==> config.mk <==
export PLATFORM = sky130hd
export DESIGN_NAME = vga_rect_gen
export DESIGN_NICKNAME = d
export VERILOG_FILES = /design/src/rtl/vga_rect_gen.sv
export SDC_FILE = /design/constraint.sdc
export NUM_CORES = 1
export LEC_CHECK = 0
export BUFFER_PORTS_ARGS = -buffer_cell sky130_fd_sc_hd__buf_2
export CORE_AREA = 4 4 220 222
export CTS_CLUSTER_DIAMETER = 120
export DETAILED_ROUTE_END_ITERATION = 12
export DIE_AREA = 0 0 224 226
export SLEW_MARGIN = 10
export SYNTH_ARGS = -nofsm -noshare
export SYNTH_HDL_FRONTEND = slang
export SYNTH_SLANG_ARGS = --single-unit
export TNS_END_PERCENT = 20
==> constraint.sdc <==
create_clock -name sys_clk -period 10.65 [get_ports sys_clk]
set_input_delay 1.065 -clock sys_clk [delete_from_list [all_inputs] [get_ports sys_clk]]
set_output_delay 1.065 -clock sys_clk [all_outputs]
set_load 0.05 [all_outputs]
==> src/rtl/vga_rect_gen.sv <==
// VGA timing generator with a prioritised multi-rectangle overlay.
// Rectangle configuration is double-buffered and swapped only at frame boundaries.
module vga_rect_gen #(
   parameter int CLK_DIV  = 2,
   parameter int H_ACTIVE = 640,
   parameter int H_FP     = 16,
   parameter int H_SYNC   = 96,
   parameter int H_BP     = 48,
   parameter int V_ACTIVE = 480,
   parameter int V_FP     = 10,
   parameter int V_SYNC   = 2,
   parameter int V_BP     = 33,
   parameter int HS_POL   = 0,
   parameter int VS_POL   = 0,
   parameter int R_W      = 3,
   parameter int G_W      = 3,
   parameter int B_W      = 2,
   parameter int NUM_RECT = 4,
   parameter int XY_W     = 11,
   parameter logic [R_W+G_W+B_W-1:0] BG_COLOR = '0,
   localparam int CW = R_W + G_W + B_W,
   localparam int IW = (NUM_RECT > 1) ? $clog2(NUM_RECT) : 1
) (
   input  logic            sys_clk,
   input  logic            rst_n,
   input  logic            cfg_we,
   input  logic [IW-1:0]   cfg_idx,
   input  logic [XY_W-1:0] cfg_x0,
   input  logic [XY_W-1:0] cfg_y0,
   input  logic [XY_W-1:0] cfg_x1,
   input  logic [XY_W-1:0] cfg_y1,
   input  logic [CW-1:0]   cfg_color,
   input  logic            cfg_en,
   input  logic            cfg_commit,
   output logic            VGA_CLK,
   output logic [R_W-1:0]  VGA_R,
   output logic [G_W-1:0]  VGA_G,
   output logic [B_W-1:0]  VGA_B,
   output logic            VGA_HS,
   output logic            VGA_VS,
   output logic            VGA_BLANK_N,
   output logic            VGA_SYNC_N,
   output logic            frame_start,
   output logic [XY_W-1:0] pix_x,
   output logic [XY_W-1:0] pix_y
);

   localparam int H_TOTAL = H_ACTIVE + H_FP + H_SYNC + H_BP;
   localparam int V_TOTAL = V_ACTIVE + V_FP + V_SYNC + V_BP;
   localparam int DW      = $clog2(CLK_DIV);

   typedef logic [XY_W-1:0] coord_t;

   localparam coord_t H_LAST = coord_t'(H_TOTAL - 1);
   localparam coord_t V_LAST = coord_t'(V_TOTAL - 1);
   localparam coord_t H_ACT  = coord_t'(H_ACTIVE);
   localparam coord_t V_ACT  = coord_t'(V_ACTIVE);
   localparam coord_t HS_BEG = coord_t'(H_ACTIVE + H_FP);
   localparam coord_t HS_END = coord_t'(H_ACTIVE + H_FP + H_SYNC);
   localparam coord_t VS_BEG = coord_t'(V_ACTIVE + V_FP);
   localparam coord_t VS_END = coord_t'(V_ACTIVE + V_FP + V_SYNC);

   localparam logic [DW-1:0] D_LAST = DW'(CLK_DIV - 1);
   localparam logic [DW-1:0] D_HALF = DW'(CLK_DIV / 2);
   localparam logic          HS_ON  = (HS_POL != 0);
   localparam logic          VS_ON  = (VS_POL != 0);

   typedef struct packed {
      coord_t        x0;
      coord_t        y0;
      coord_t        x1;
      coord_t        y1;
      logic [CW-1:0] color;
   } geo_t;

   logic [DW-1:0]       dcnt, dcnt_nxt;
   logic                pe;
   coord_t              h_cnt, v_cnt;
   logic                h_last, v_last, boundary;
   logic                pending, do_copy, idx_ok;
   logic [NUM_RECT-1:0] sh_en, ac_en;
   geo_t                sh_geo [NUM_RECT];
   geo_t                ac_geo [NUM_RECT];
   logic [CW-1:0]       pix_color;
   logic                in_active, hs_act, vs_act;

   assign pe         = (dcnt == D_LAST);
   assign dcnt_nxt   = pe ? '0 : dcnt + 1'b1;
   assign h_last     = (h_cnt == H_LAST);
   assign v_last     = (v_cnt == V_LAST);
   assign boundary   = pe && h_last && v_last;
   assign do_copy    = boundary && pending;
   assign idx_ok     = (int'(cfg_idx) < NUM_RECT);
   assign in_active  = (h_cnt < H_ACT) && (v_cnt < V_ACT);
   assign hs_act     = (h_cnt >= HS_BEG) && (h_cnt < HS_END);
   assign vs_act     = (v_cnt >= VS_BEG) && (v_cnt < VS_END);
   assign VGA_SYNC_N = 1'b0;

   // NOTE: state registers use non-blocking assignments so every flop samples pre-edge values.
   always_ff @(posedge sys_clk or negedge rst_n) begin
      if (!rst_n) begin
         dcnt    <= '0;
         VGA_CLK <= 1'b0;
         h_cnt   <= '0;
         v_cnt   <= '0;
      end else begin
         dcnt    <= dcnt_nxt;
         VGA_CLK <= (dcnt_nxt >= D_HALF);
         if (pe) begin
            h_cnt <= h_last ? '0 : h_cnt + 1'b1;
            if (h_last) v_cnt <= v_last ? '0 : v_cnt + 1'b1;
         end
      end
   end

   // A commit landing on the boundary cycle re-arms pending for the next frame.
   always_ff @(posedge sys_clk or negedge rst_n) begin
      if (!rst_n) begin
         sh_en   <= '0;
         ac_en   <= '0;
         pending <= 1'b0;
      end else begin
         if (do_copy) ac_en <= sh_en;
         if (cfg_we && idx_ok) sh_en[cfg_idx] <= cfg_en;
         if (cfg_commit) pending <= 1'b1;
         else if (boundary) pending <= 1'b0;
      end
   end

   // NOTE: geometry storage has no reset; a slot is only visible once its reset-cleared enable is set.
   always_ff @(posedge sys_clk) begin
      if (do_copy) ac_geo <= sh_geo;
      if (cfg_we && idx_ok) sh_geo[cfg_idx] <= {cfg_x0, cfg_y0, cfg_x1, cfg_y1, cfg_color};
   end

   // NOTE: pix_color gets its default before the loop so no latch is inferred.
   always_comb begin
      pix_color = BG_COLOR;
      for (int i = NUM_RECT - 1; i >= 0; i--) begin
         if (ac_en[i] &&
             (h_cnt >= ac_geo[i].x0) && (h_cnt < ac_geo[i].x1) &&
             (v_cnt >= ac_geo[i].y0) && (v_cnt < ac_geo[i].y1))
            pix_color = ac_geo[i].color;
      end
   end

   always_ff @(posedge sys_clk or negedge rst_n) begin
      if (!rst_n) begin
         VGA_R       <= '0;
         VGA_G       <= '0;
         VGA_B       <= '0;
         VGA_HS      <= ~HS_ON;
         VGA_VS      <= ~VS_ON;
         VGA_BLANK_N <= 1'b0;
         frame_start <= 1'b0;
         pix_x       <= '0;
         pix_y       <= '0;
      end else begin
         frame_start <= pe && (h_cnt == '0) && (v_cnt == '0);
         if (pe) begin
            VGA_R       <= in_active ? pix_color[CW-1 -: R_W]      : '0;
            VGA_G       <= in_active ? pix_color[G_W+B_W-1 -: G_W] : '0;
            VGA_B       <= in_active ? pix_color[B_W-1:0]          : '0;
            VGA_HS      <= hs_act ? HS_ON : ~HS_ON;
            VGA_VS      <= vs_act ? VS_ON : ~VS_ON;
            VGA_BLANK_N <= in_active;
            pix_x       <= h_cnt;
            pix_y       <= v_cnt;
         end
      end
   end

endmodule

Yosys cells after proc, flatten, opt, wreduce, memory -nomap -nowiden. Cells that the tools add are included.

Bits in registers: 483. Word-level logic and storage cells: 139. Input bits: 59.

Magnitude comparators: 27. Eq/ne operators: 2. Add/sub/neg operators: 3. Muxes and demuxes: 20. Bitwise gates (word level): 1. Reductions and logical operators: 30.

Operators with widths (number): $bwmux 208 (1); $demux 52 s2 (1); $ge 11x11->1 (8); $lt 11x11->1 (8); $mux 52 (1); $mux 8 (4); $logic_and 1x1->1 (26); $add 11x1->11 const B (2); $eq 11x10->1 const B (2); $logic_not 11->1 (2); $lt 11x10->1 const B (2); $lt 11x9->1 const B (2); $mux 11 (2); $ge 11x10->1 const B (1); $ge 11x9->1 const B (1); $mux 1 (6); $mux 3 (2); $bwmux 4 (1); $ge 3x3->1 const B (1); $lt 2x3->1 const B (1); $lt 3x1->1 const B (1); $not 2->3 (1); $demux 1 s2 (1); $ge 2x1->1 const B (1); 5 further kinds (5).

Logic depth before layout (Yosys ltp). Gate-level depths: netlist (run 1).

Word-level depth: 10. Gate-level depth with buffers: 11. Gate-level depth less buffers: 9.

Worst setup path after synthesis (run 1). Ideal clock, no wire load.

Kind: reg-to-reg. Start point: reg h_cnt[4]. End point: reg ac_geo[0] (netlist name), enable pin. Path buffers: 2. Cell stages (with the launch flop): 7. Library setup time: 0.596 ns. Period minus slack after synthesis: 6.927 ns. Slack: 3.723 ns. Arrival: 6.331 ns. Cell sequence: dfrtp_1 -> buf_2 -> nand4bb_1 -> nor4_2 -> and2_1 -> buf_4 -> and3_1.

Word-level cells in the longest chain between the ends: 4.

Ends and longest elaborated chain: start, declared (line 78) `coord_t h_cnt, v_cnt;`; start signal, assigned (line 110) `h_cnt <= h_last ? '0 : h_cnt + 1'b1;`; $eq 11x10->1 (line 89) `assign h_last = (h_cnt == H_LAST);`; $logic_and 1x1->1 (2 in series) (line 91) `assign boundary = pe && h_last && v_last;`; $logic_and 1x1->1 (line 92) `assign do_copy = boundary && pending;`; via do_copy (line 80) `logic pending, do_copy, idx_ok;`; end signal, assigned (line 132) `if (do_copy) ac_geo <= sh_geo;`; end, declared (line 83) `geo_t ac_geo [NUM_RECT];`.

The timed path passes the listed nets, and every way through them passes these cells. A chain may end at the register's enable or synchronous reset.

Final worst setup path (run 1).
Start point: reg h_cnt[1]. End point: reg ac_geo[100] (netlist name), enable pin.

The elaborated chain is that of the path after synthesis.

==> results of run 1 <==
-- how the worst min path moves through the flow --
stage,slack (ps),endpoint,from,depth (start not counted)
after floorplan,400,ac_geo[0]$_DFFE_PP_,sh_geo[0]$_DFFE_PP_,0
after global placement,400,ac_geo[32]$_DFFE_PP_,sh_geo[32]$_DFFE_PP_,0
after detailed placement,400,ac_geo[111]$_DFFE_PP_,sh_geo[111]$_DFFE_PP_,0
after CTS,410,ac_geo[80]$_DFFE_PP_,sh_geo[80]$_DFFE_PP_,0
after global routing,410,ac_geo[143]$_DFFE_PP_,sh_geo[143]$_DFFE_PP_,0
final,410,ac_geo[15]$_DFFE_PP_,sh_geo[15]$_DFFE_PP_,0
-- Yosys cell counts, types with 6 or more instances --
cell | count | share of area
ha_1 | 172 | 0.11
inv_1 | 178 | 0.034
a22oi_1 | 11 | 0.0042
nor2_1 | 27 | 0.0051
nand4_1 | 13 | 0.0041
dfrtp_1 | 64 | 0.081
nor4_1 | 7 | 0.0022
nand2_1 | 39 | 0.0074
nand2b_1 | 10 | 0.0032
mux2i_1 | 8 | 0.0041
mux2_2 | 28 | 0.016
nor2b_1 | 6 | 0.0019
and3_1 | 9 | 0.0028
a31oi_1 | 7 | 0.0022
a21oi_1 | 35 | 0.0089
nor3_1 | 9 | 0.0023
a21o_1 | 19 | 0.0072
nand3_1 | 27 | 0.0068
a211oi_1 | 7 | 0.0027
nor4b_1 | 10 | 0.0044
o21ai_0 | 33 | 0.0084
o221ai_1 | 10 | 0.0044
edfxtp_1 | 416 | 0.63
xnor2_1 | 9 | 0.0040
-- cell type report --
cell class                      count  area, µm²
Antenna cell                        3       7.51
Clock buffer                       62       1280
Clock inverter                     24        194
Fill cell                        3931      23900
Inverter                          178        668
Multi-Input combinational cell    572       4910
Sequential cell                   482      14100
Tap cell                          607        759
Timing Repair Buffer              100        520
-- power by group --
| part | internal [mW] | total [mW] | switching [mW] |
|---|---|---|---|
| logic | 0.0114 | 0.0475 | 0.0361 |
| registers | 2.10 | 2.11 | 0.00996 |
| clock network | 0.899 | 1.58 | 0.678 |
-- kinds of logic (layout without fill, tap and decap cells) --
family | after synthesis | in the layout | synth area share
AO/OA/AOI/OAI | 166 | 166 | 0.0590
XOR/XNOR | 14 | 14 | 0.00620
adder cells (fa/ha/maj) | 172 | 172 | 0.109
buffers and inverters | 190 | 364 | 0.0370
flip-flops | 482 | 482 | 0.716
multiplexers | 36 | 36 | 0.0200
other | 1 | 4 | 0.000190
AND/OR/NAND/NOR | 183 | 183 | 0.0530
-- state kept, by name (all words and copies together) (netlist names) --
register     cells
ac_geo         208
sh_geo         208
h_cnt           11
pix_x           11
pix_y           11
v_cnt           11
ac_en            4
sh_en            4
VGA_G            3
VGA_R            3
VGA_B            2
VGA_BLANK_N      1
VGA_CLK          1
VGA_HS           1
VGA_VS           1
frame_start      1
pending          1
-- metal layers --
metal  wire length [µm]  share of wire  track usage  up-vias
met1              18800           0.45        0.224     5112
li1                   -              -            -     4933
met5                 27        0.00065            0        -
met3               1900          0.046       0.0324       80
met2              19700           0.47        0.270      208
met4               1330          0.032       0.0612        4
-- per-stage QoR --
stage	hold WS (ps)	std cells	utilization
finish	408	2028	0.485
global route	414	2025	0.485
CTS	407	2025	0.485
detailed placement	405	1939	0.453
global placement	401	1939	0.453
floorplan	400	1244	-
-- critical path, cell delays in order (launching register included) --
cell,delay [ps]
dfrtp_1,630
ha_1,300
nand4_1,150
nor4_2,350
and2_1,490
and3_4,930
buf_4,850
-- placed cells by master, fill, tap and decap left out, types with 27 or more instances in the layout --
| master | synthesis | layout |
|---|---|---|
| a21oi_1 | 35 | 35 |
| buf_2 | 2 | 92 |
| clkbuf_16 | 0 | 47 |
| dfrtp_1 | 64 | 64 |
| edfxtp_1 | 416 | 416 |
| ha_1 | 172 | 172 |
| inv_1 | 178 | 178 |
| mux2_2 | 28 | 28 |
| nand2_1 | 39 | 39 |
| nand3_1 | 27 | 27 |
| o21ai_0 | 33 | 33 |
==> flow_metrics.env, run 1 <==
export IMPL_setup_slack_ps=6510
export IMPL_tns_ps=0
export IMPL_r2r_slack_ps=6510
export IMPL_pre_cts_ws_ps=6410
export IMPL_fin_nets=1612
export IMPL_clock_sinks=482
export IMPL_synth_avg_cell_area_um2=15.9
export IMPL_drt_iter0_drc=677
export IMPL_grt_pass1_wl_mm=63.3
export IMPL_r2r_start="h_cnt[1]$_DFFE_PN0P_"
export IMPL_fin_worst_skew_ps=29.1
export IMPL_clk_latency_ps=580
export IMPL_cts_buffers_inserted=47
export IMPL_setup_violations=0
export IMPL_dieArea_um2=50600
export IMPL_die_w_um=224
export IMPL_p_per_area_nw_per_um2=166
export IMPL_area_growth_pct=13.8
export IMPL_placed_cell_area_um2=21000
export IMPL_end_kind="register"
export IMPL_stdcell_area_um2=22500
export IMPL_drt_wl_total_mm=41.8
export IMPL_numPortBuffers=93
export IMPL_initial_core_util=0.426
export IMPL_clk_pin_slew_ps=60
export IMPL_gp_congestion=0.821
export IMPL_fmax_mhz=241
export IMPL_grt_max_degree=75
export IMPL_coreArea_um2=46400
export IMPL_htreeDepth=2
export IMPL_critPathCapture="ac_geo[100]$_DFFE_PP_"
export IMPL_cp_arrival_ps=4330
export IMPL_crit_start="h_cnt[1]$_DFFE_PN0P_"
export IMPL_track_usage=0.166
export IMPL_drv_slew=0
export IMPL_period_needed_ps=4140
export IMPL_reg2reg_depth=6
export IMPL_fp_dieH_um=226
export IMPL_leakage_nw=9.24
export IMPL_antenna_found_initial=5
export IMPL_rsz0062_at_grt="no"
export IMPL_worstMarginPinSlew_ps=1030
export IMPL_drtPass1Iterations=5
export IMPL_max_slew_margin=0.315
export IMPL_antenna_left=0
export IMPL_drive_above_1_share=0.155
export IMPL_yosysWarningCount=0
export IMPL_start_kind="register"
export IMPL_syn_num_nets=1475
export IMPL_path_class="reg2reg"
export IMPL_wire_per_inst_um=20.6
export IMPL_vias_per_cell=5.10
export IMPL_async_flop_share=0.137
export IMPL_synth_edf_count=416
export IMPL_rows=79
export IMPL_root_buffer="clkbuf_16"
export IMPL_vias=10300
export IMPL_drc=0
export IMPL_ys_ff_latch=482
export IMPL_finalHoldViolations=0
export IMPL_cts_tree="yes"
export IMPL_hp_class="reg2reg"
export IMPL_hpwl_mm=28.1
export IMPL_finalCritPeriodShare=0.389
export IMPL_r2r_end="ac_geo[100]$_DFFE_PP_"
export IMPL_first_global_vias=10700
export IMPL_drv_cap=0
export IMPL_overflow=0
export IMPL_synthCells=1244
export IMPL_cp_max_fo=74
export IMPL_yosys_cell_types_count=75
export IMPL_clockBufferDepth=3
export IMPL_cp_required_ps=10840
export IMPL_status="complete, no violations"
export IMPL_seq_area_frac_synth=0.716
export IMPL_ys_flop_type="edfxtp_1"
export IMPL_cts_setup_buffers=0
export IMPL_ctsResizeCount=0
export IMPL_ir_drop_mv=0.104
export IMPL_ioPinCount=95
export IMPL_power_mw=3.73
export IMPL_cts_hold_buf=0
export IMPL_syn_area_um2=19800
Power figures use the tool's default switching activity.
==> inputs of run 2 (changes only) <==
==> constraint.sdc (replaced) <==
create_clock -name sys_clk -period 3.9 [get_ports sys_clk]
set_input_delay 0.39 -clock sys_clk [delete_from_list [all_inputs] [get_ports sys_clk]]
set_output_delay 0.39 -clock sys_clk [all_outputs]
set_load 0.05 [all_outputs]
==> flow_metrics.env, run 2 (synthesized netlist as in run 1, its figures left out) <==
export IMPL_antenna_left=0
export IMPL_final_common_cell="edfxtp_1"
export IMPL_numPortBuffers=93
export IMPL_clock_sinks=482
export IMPL_die_w_um=224
export IMPL_hp_class="in2reg"
export IMPL_fmax_mhz=324
export IMPL_rows=79
export IMPL_antenna_found_initial=3
export IMPL_cp_max_fo=47
export IMPL_setup_violations=0
export IMPL_vias=10400
export IMPL_start_kind="register"
export IMPL_rsz0062_at_grt="no"
export IMPL_wire_per_inst_um=20.0
export IMPL_fin_nets=1634
export IMPL_htreeDepth=2
export IMPL_path_class="reg2reg"
export IMPL_drc=0
export IMPL_top_regs="ac_geo x208, sh_geo x208"
export IMPL_root_buffer="clkbuf_16"
export IMPL_drv_cap=0
export IMPL_vias_per_cell=5.06
export IMPL_worstMarginPinSlew_ps=997
export IMPL_holdPathEnd="sh_geo[154]$_DFFE_PP_"
export IMPL_grt_pass1_wl_mm=62.6
export IMPL_layout_common_cells="edfxtp_1 (416), inv_1 (178), ha_1 (172), buf_2 (92), dfrtp_1 (64)"
export IMPL_cp_required_ps=4110
export IMPL_clk_latency_ps=580
export IMPL_multi_input_area_um2=4920
export IMPL_finalCritPeriodShare=0.791
export IMPL_initial_core_util=0.426
export IMPL_fp_dieH_um=226
export IMPL_gp_congestion=0.798
export IMPL_max_slew_margin=0.334
export IMPL_r2r_slack_ps=820
export IMPL_setup_slack_ps=816
export IMPL_clk_pin_slew_ps=60
export IMPL_hpwl_mm=28.6
export IMPL_fin_worst_skew_ps=14.4
export IMPL_cts_buffers_inserted=48
export IMPL_status="complete, no violations"
export IMPL_track_usage=0.163
export IMPL_drt_wl_total_mm=40.9
export IMPL_leakage_nw=9.36
export IMPL_drtPass1Iterations=5
export IMPL_reg2reg_depth=6
export IMPL_ir_drop_mv=0.301
export IMPL_period_needed_ps=3080
export IMPL_area_growth_pct=15.1
export IMPL_cp_arrival_ps=3290
export IMPL_r2r_end="ac_geo[88]$_DFFE_PP_"
export IMPL_clockBufferDepth=3
export IMPL_drt_iter0_drc=737
export IMPL_drive_above_1_share=0.164
export IMPL_p_per_area_nw_per_um2=451
export IMPL_coreArea_um2=46400
export IMPL_drv_slew=0
export IMPL_overflow=0
export IMPL_ioPinCount=95
export IMPL_r2r_start="h_cnt[4]$_DFFE_PN0P_"
export IMPL_dieArea_um2=50600
export IMPL_ff_latch_area_um2=14100
export IMPL_fillers=3921
export IMPL_cts_tree="yes"
export IMPL_first_global_vias=10500
export IMPL_min_path_cells=1
export IMPL_end_kind="register"
export IMPL_tns_ps=0
export IMPL_grt_max_degree=100
export IMPL_finalHoldViolations=0
export IMPL_pre_cts_ws_ps=843
export IMPL_worstHoldStart="cfg_x0[9]"
-- run 2: changes by cell type in the layout (fill, tap and decap cells not counted), sizes merged --
cell	change
clkbuf	+4
diode	-2
clkinvlp	+3
clkinv	-3
buf	+14
bufinv	-1
dlygate4sd3	+7
inv	-1
-- run 2: how the worst max path moves through the flow --
stage                            endpoint  depth (start not counted)            startpoint  slack (ps)
floorplan             ac_geo[0]$_DFFE_PP_                          6  h_cnt[4]$_DFFE_PN0P_         380
global placement     VGA_G[2]$_DFFE_PN0P_                          8  h_cnt[4]$_DFFE_PN0P_         950
detailed placement   VGA_R[0]$_DFFE_PN0P_                          8  h_cnt[4]$_DFFE_PN0P_         840
CTS                  ac_geo[31]$_DFFE_PP_                          6  h_cnt[2]$_DFFE_PN0P_         850
global route        ac_geo[116]$_DFFE_PP_                          6  h_cnt[4]$_DFFE_PN0P_         650
finish               ac_geo[88]$_DFFE_PP_                          6  h_cnt[4]$_DFFE_PN0P_         820
-- run 2: timing repair --
action | CTS | global route
buffers inserted | 0 | 0
endpoints found under the hold margin | 82 | 0
gates resized for setup | 0 | 0
hold buffers | 7 | 0
-- run 2: per-layer routing --
metal,vias up,track usage,share of wire
met5,-,0,0.00061
met4,4,0.0475,0.024
met3,68,0.0369,0.046
met2,220,0.262,0.47
met1,5090,0.225,0.46
li1,4977,-,-
-- run 2: metrics by stage --
stage | total power, mW | hold slack [ps] | instance area (µm²) | utilization | std cells
2_1_floorplan | 5.89 | 94.4 | 19800 | - | 1244
6_report | 10.3 | 26.8 | 22700 | 0.491 | 2049
3_3_place_gp | 6.00 | 401 | 21200 | 0.457 | 1953
5_1_grt | 10.6 | 1.09 | 22700 | 0.491 | 2048
3_5_place_dp | 6.00 | 405 | 21200 | 0.457 | 1953
4_1_cts | 10.4 | 0.0923 | 22700 | 0.491 | 2048
-- run 2: layout make-up --
class / instances / area share
sequential: 482 / 0.622
inverter: 178 / 0.0294
timing repair buffer: 121 / 0.0328
clock buffer: 66 / 0.0594
multi-input combinational: 572 / 0.216
tap: 607 / 0.0334
clock inverter: 22 / 0.00677
antenna: 1 / 0.000110
-- run 2: worst max-delay path, stage by stage (launching register included) --
cell       delay, ps
dfrtp_1          750
nand4bb_1        240
nor4_2           480
and2_1           200
buf_4            190
and3_4           260
buf_4            530
-- run 2: power breakdown --
group          switching (mW)  internal [mW]
Combinational           0.104         0.0415
Clock                    1.87           2.49
Sequential             0.0275           5.72
==> inputs of run 3 (changes only) <==
==> constraint.sdc (replaced) <==
create_clock -name sys_clk -period 2.9 [get_ports sys_clk]
set_input_delay 0.29 -clock sys_clk [delete_from_list [all_inputs] [get_ports sys_clk]]
set_output_delay 0.29 -clock sys_clk [all_outputs]
set_load 0.05 [all_outputs]
==> flow_metrics.env, run 3 (synthesized netlist as in run 1, its figures left out) <==
export IMPL_p_per_area_nw_per_um2=633
export IMPL_ir_drop_mv=0.806
export IMPL_stdcell_area_um2=23900
export IMPL_start_kind="register"
export IMPL_placed_cell_area_um2=21400
export IMPL_gp_congestion=0.830
export IMPL_crit_slowest_cell="dfrtp_1"
export IMPL_clockBufferDepth=3
export IMPL_cts_buffers_inserted=48
export IMPL_hpwl_mm=29.3
export IMPL_drc=0
export IMPL_cp_arrival_ps=3180
export IMPL_drv_slew=0
export IMPL_cts_tree="yes"
export IMPL_cp_buffers_inverters=1
export IMPL_dieArea_um2=50600
export IMPL_worstMarginPinSlew_ps=894
export IMPL_tns_ps=0
export IMPL_crit_family="simple AND/OR/NAND/NOR gates"
export IMPL_clock_sinks=482
export IMPL_path_class="reg2reg"
export IMPL_status="complete, no violations"
export IMPL_die_w_um=224
export IMPL_rsz0062_at_grt="yes"
export IMPL_crit_start="h_cnt[9]$_DFFE_PN0P_"
export IMPL_hp_class="in2reg"
export IMPL_htreeDepth=2
export IMPL_antenna_left=0
export IMPL_power_frac_seq=0.512
export IMPL_rows=79
export IMPL_ioPinCount=95
export IMPL_cp_required_ps=3330
export IMPL_swShare=0.182
export IMPL_drtPass1Iterations=4
export IMPL_root_buffer="clkbuf_16"
export IMPL_grt_pass1_wl_mm=65.9
export IMPL_track_usage=0.170
export IMPL_fin_worst_skew_ps=15.7
export IMPL_max_slew_margin=0.404
export IMPL_overflow=0
export IMPL_drt_wl_total_mm=42.6
export IMPL_leakage_nw=9.83
export IMPL_clkPwrFrac=0.472
export IMPL_r2r_start="h_cnt[9]$_DFFE_PN0P_"
export IMPL_final_common_cell="edfxtp_1"
export IMPL_grt_max_degree=67
export IMPL_first_global_vias=11100
export IMPL_drt_iter0_drc=692
export IMPL_period_needed_ps=2740
export IMPL_fin_nets=1705
export IMPL_drive_above_1_share=0.184
export IMPL_cp_max_fo=8
export IMPL_initial_core_util=0.426
export IMPL_layout_common_cells="edfxtp_1 (416), inv_1 (178), ha_1 (171), buf_2 (92), dlygate4sd3_1 (55)"
export IMPL_wire_per_inst_um=20.1
export IMPL_clk_pin_slew_ps=70
export IMPL_worstHoldStart="cfg_idx[1]"
export IMPL_clk_latency_ps=570
export IMPL_diodes=0
export IMPL_netSwitchingPower_mw=2.75
export IMPL_end_kind="register"
export IMPL_drv_cap=0
export IMPL_power_share_combinational=0.016
export IMPL_crit_chain="ha_1, a21oi_1, nand2_1, a22oi_1, o311ai_1, buf_4, nor4_4, nand3b_4, o221ai_1"
export IMPL_pre_cts_ws_ps=-36.0
export IMPL_setup_violations=0
export IMPL_fp_dieH_um=226
export IMPL_antenna_found_initial=0
export IMPL_area_growth_pct=20.8
export IMPL_vias=10600
export IMPL_finalHoldViolations=0
export IMPL_vias_per_cell=5.01
export IMPL_power_mw=15.1
export IMPL_setup_slack_ps=156
export IMPL_coreArea_um2=46400
export IMPL_holdWs_ps=243
export IMPL_max_stage_delay_ps=510
export IMPL_top_regs="ac_geo x208, sh_geo x208"
export IMPL_numPortBuffers=93
export IMPL_fmax_mhz=364
export IMPL_p_int_mw=12.4
export IMPL_finalCritPeriodShare=0.946
[run 3: changes by cell type in the layout (fill, tap and decap cells not counted), moves of 3 or more]
cell / delta
dlygate4sd3_1: +48
buf_4: +20
bufinv_16: +14
dfrtp_1: -10
dfrtp_2: +10
clkinv_2: -9
buf_12: +3
[run 3: layout make-up]
type / instances / area (µm²)
timing repair buffer: 192 / 1440
sequential: 482 / 14200
tap: 607 / 759
inverter: 178 / 668
fill: 3828 / 22500
clock inverter: 23 / 499
clock buffer: 65 / 1340
multi-input combinational: 572 / 5010
[run 3: path summary, 6_finish.rpt]
check                      depth (start not counted)               endpoint  slack, ps
setup reg to reg                                   9   VGA_R[0]$_DFFE_PN0P_        160
hold reg to reg                                    0   ac_geo[53]$_DFFE_PP_        410
hold / removal                                     2  sh_geo[148]$_DFFE_PP_        240
max in group asynchronous                          2   h_cnt[4]$_DFFE_PN0P_       1880
setup / recovery                                   9   VGA_R[0]$_DFFE_PN0P_        160
min in group asynchronous                          2   pix_x[3]$_DFFE_PN0P_        390
[run 3: power groups by stage]
| stage | combinational (mW) | sequential (mW) | clock (mW) |
|---|---|---|---|
| CTS | 0.255 | 7.74 | 7.30 |
| global placement | 0.190 | 7.87 | 0 |
| detailed placement | 0.194 | 7.88 | 0 |
| global route | 0.271 | 7.74 | 7.59 |
| floorplan | 0.0461 | 7.87 | 0 |
| finish | 0.246 | 7.74 | 7.13 |
[run 3: through the flow]
| step | util | cells |
|---|---|---|
| 6_report | 0.515 | 2119 |
| 5_1_grt | 0.515 | 2119 |
| 4_1_cts | 0.514 | 2118 |
| 3_5_place_dp | 0.462 | 1975 |
| 3_3_place_gp | 0.462 | 1975 |
| 2_1_floorplan | - | 1244 |
[run 3: what timing repair did]
action,CTS,global route
buffers inserted,0,1
setup endpoints to repair,8,8
endpoints found under the hold margin,277,0
pin swaps,0,1
gates resized for setup,1,9
hold buffers,55,0
[run 3: layer usage]
| layer | track usage | vias up | routed length (µm) |
|---|---|---|---|
| met4 | 0.0424 | 0 | 761 |
| met5 | 0 | - | 0 |
| met3 | 0.0294 | 52 | 1730 |
| li1 | - | 5116 | - |
| met1 | 0.244 | 5247 | 20200 |
| met2 | 0.274 | 204 | 19900 |
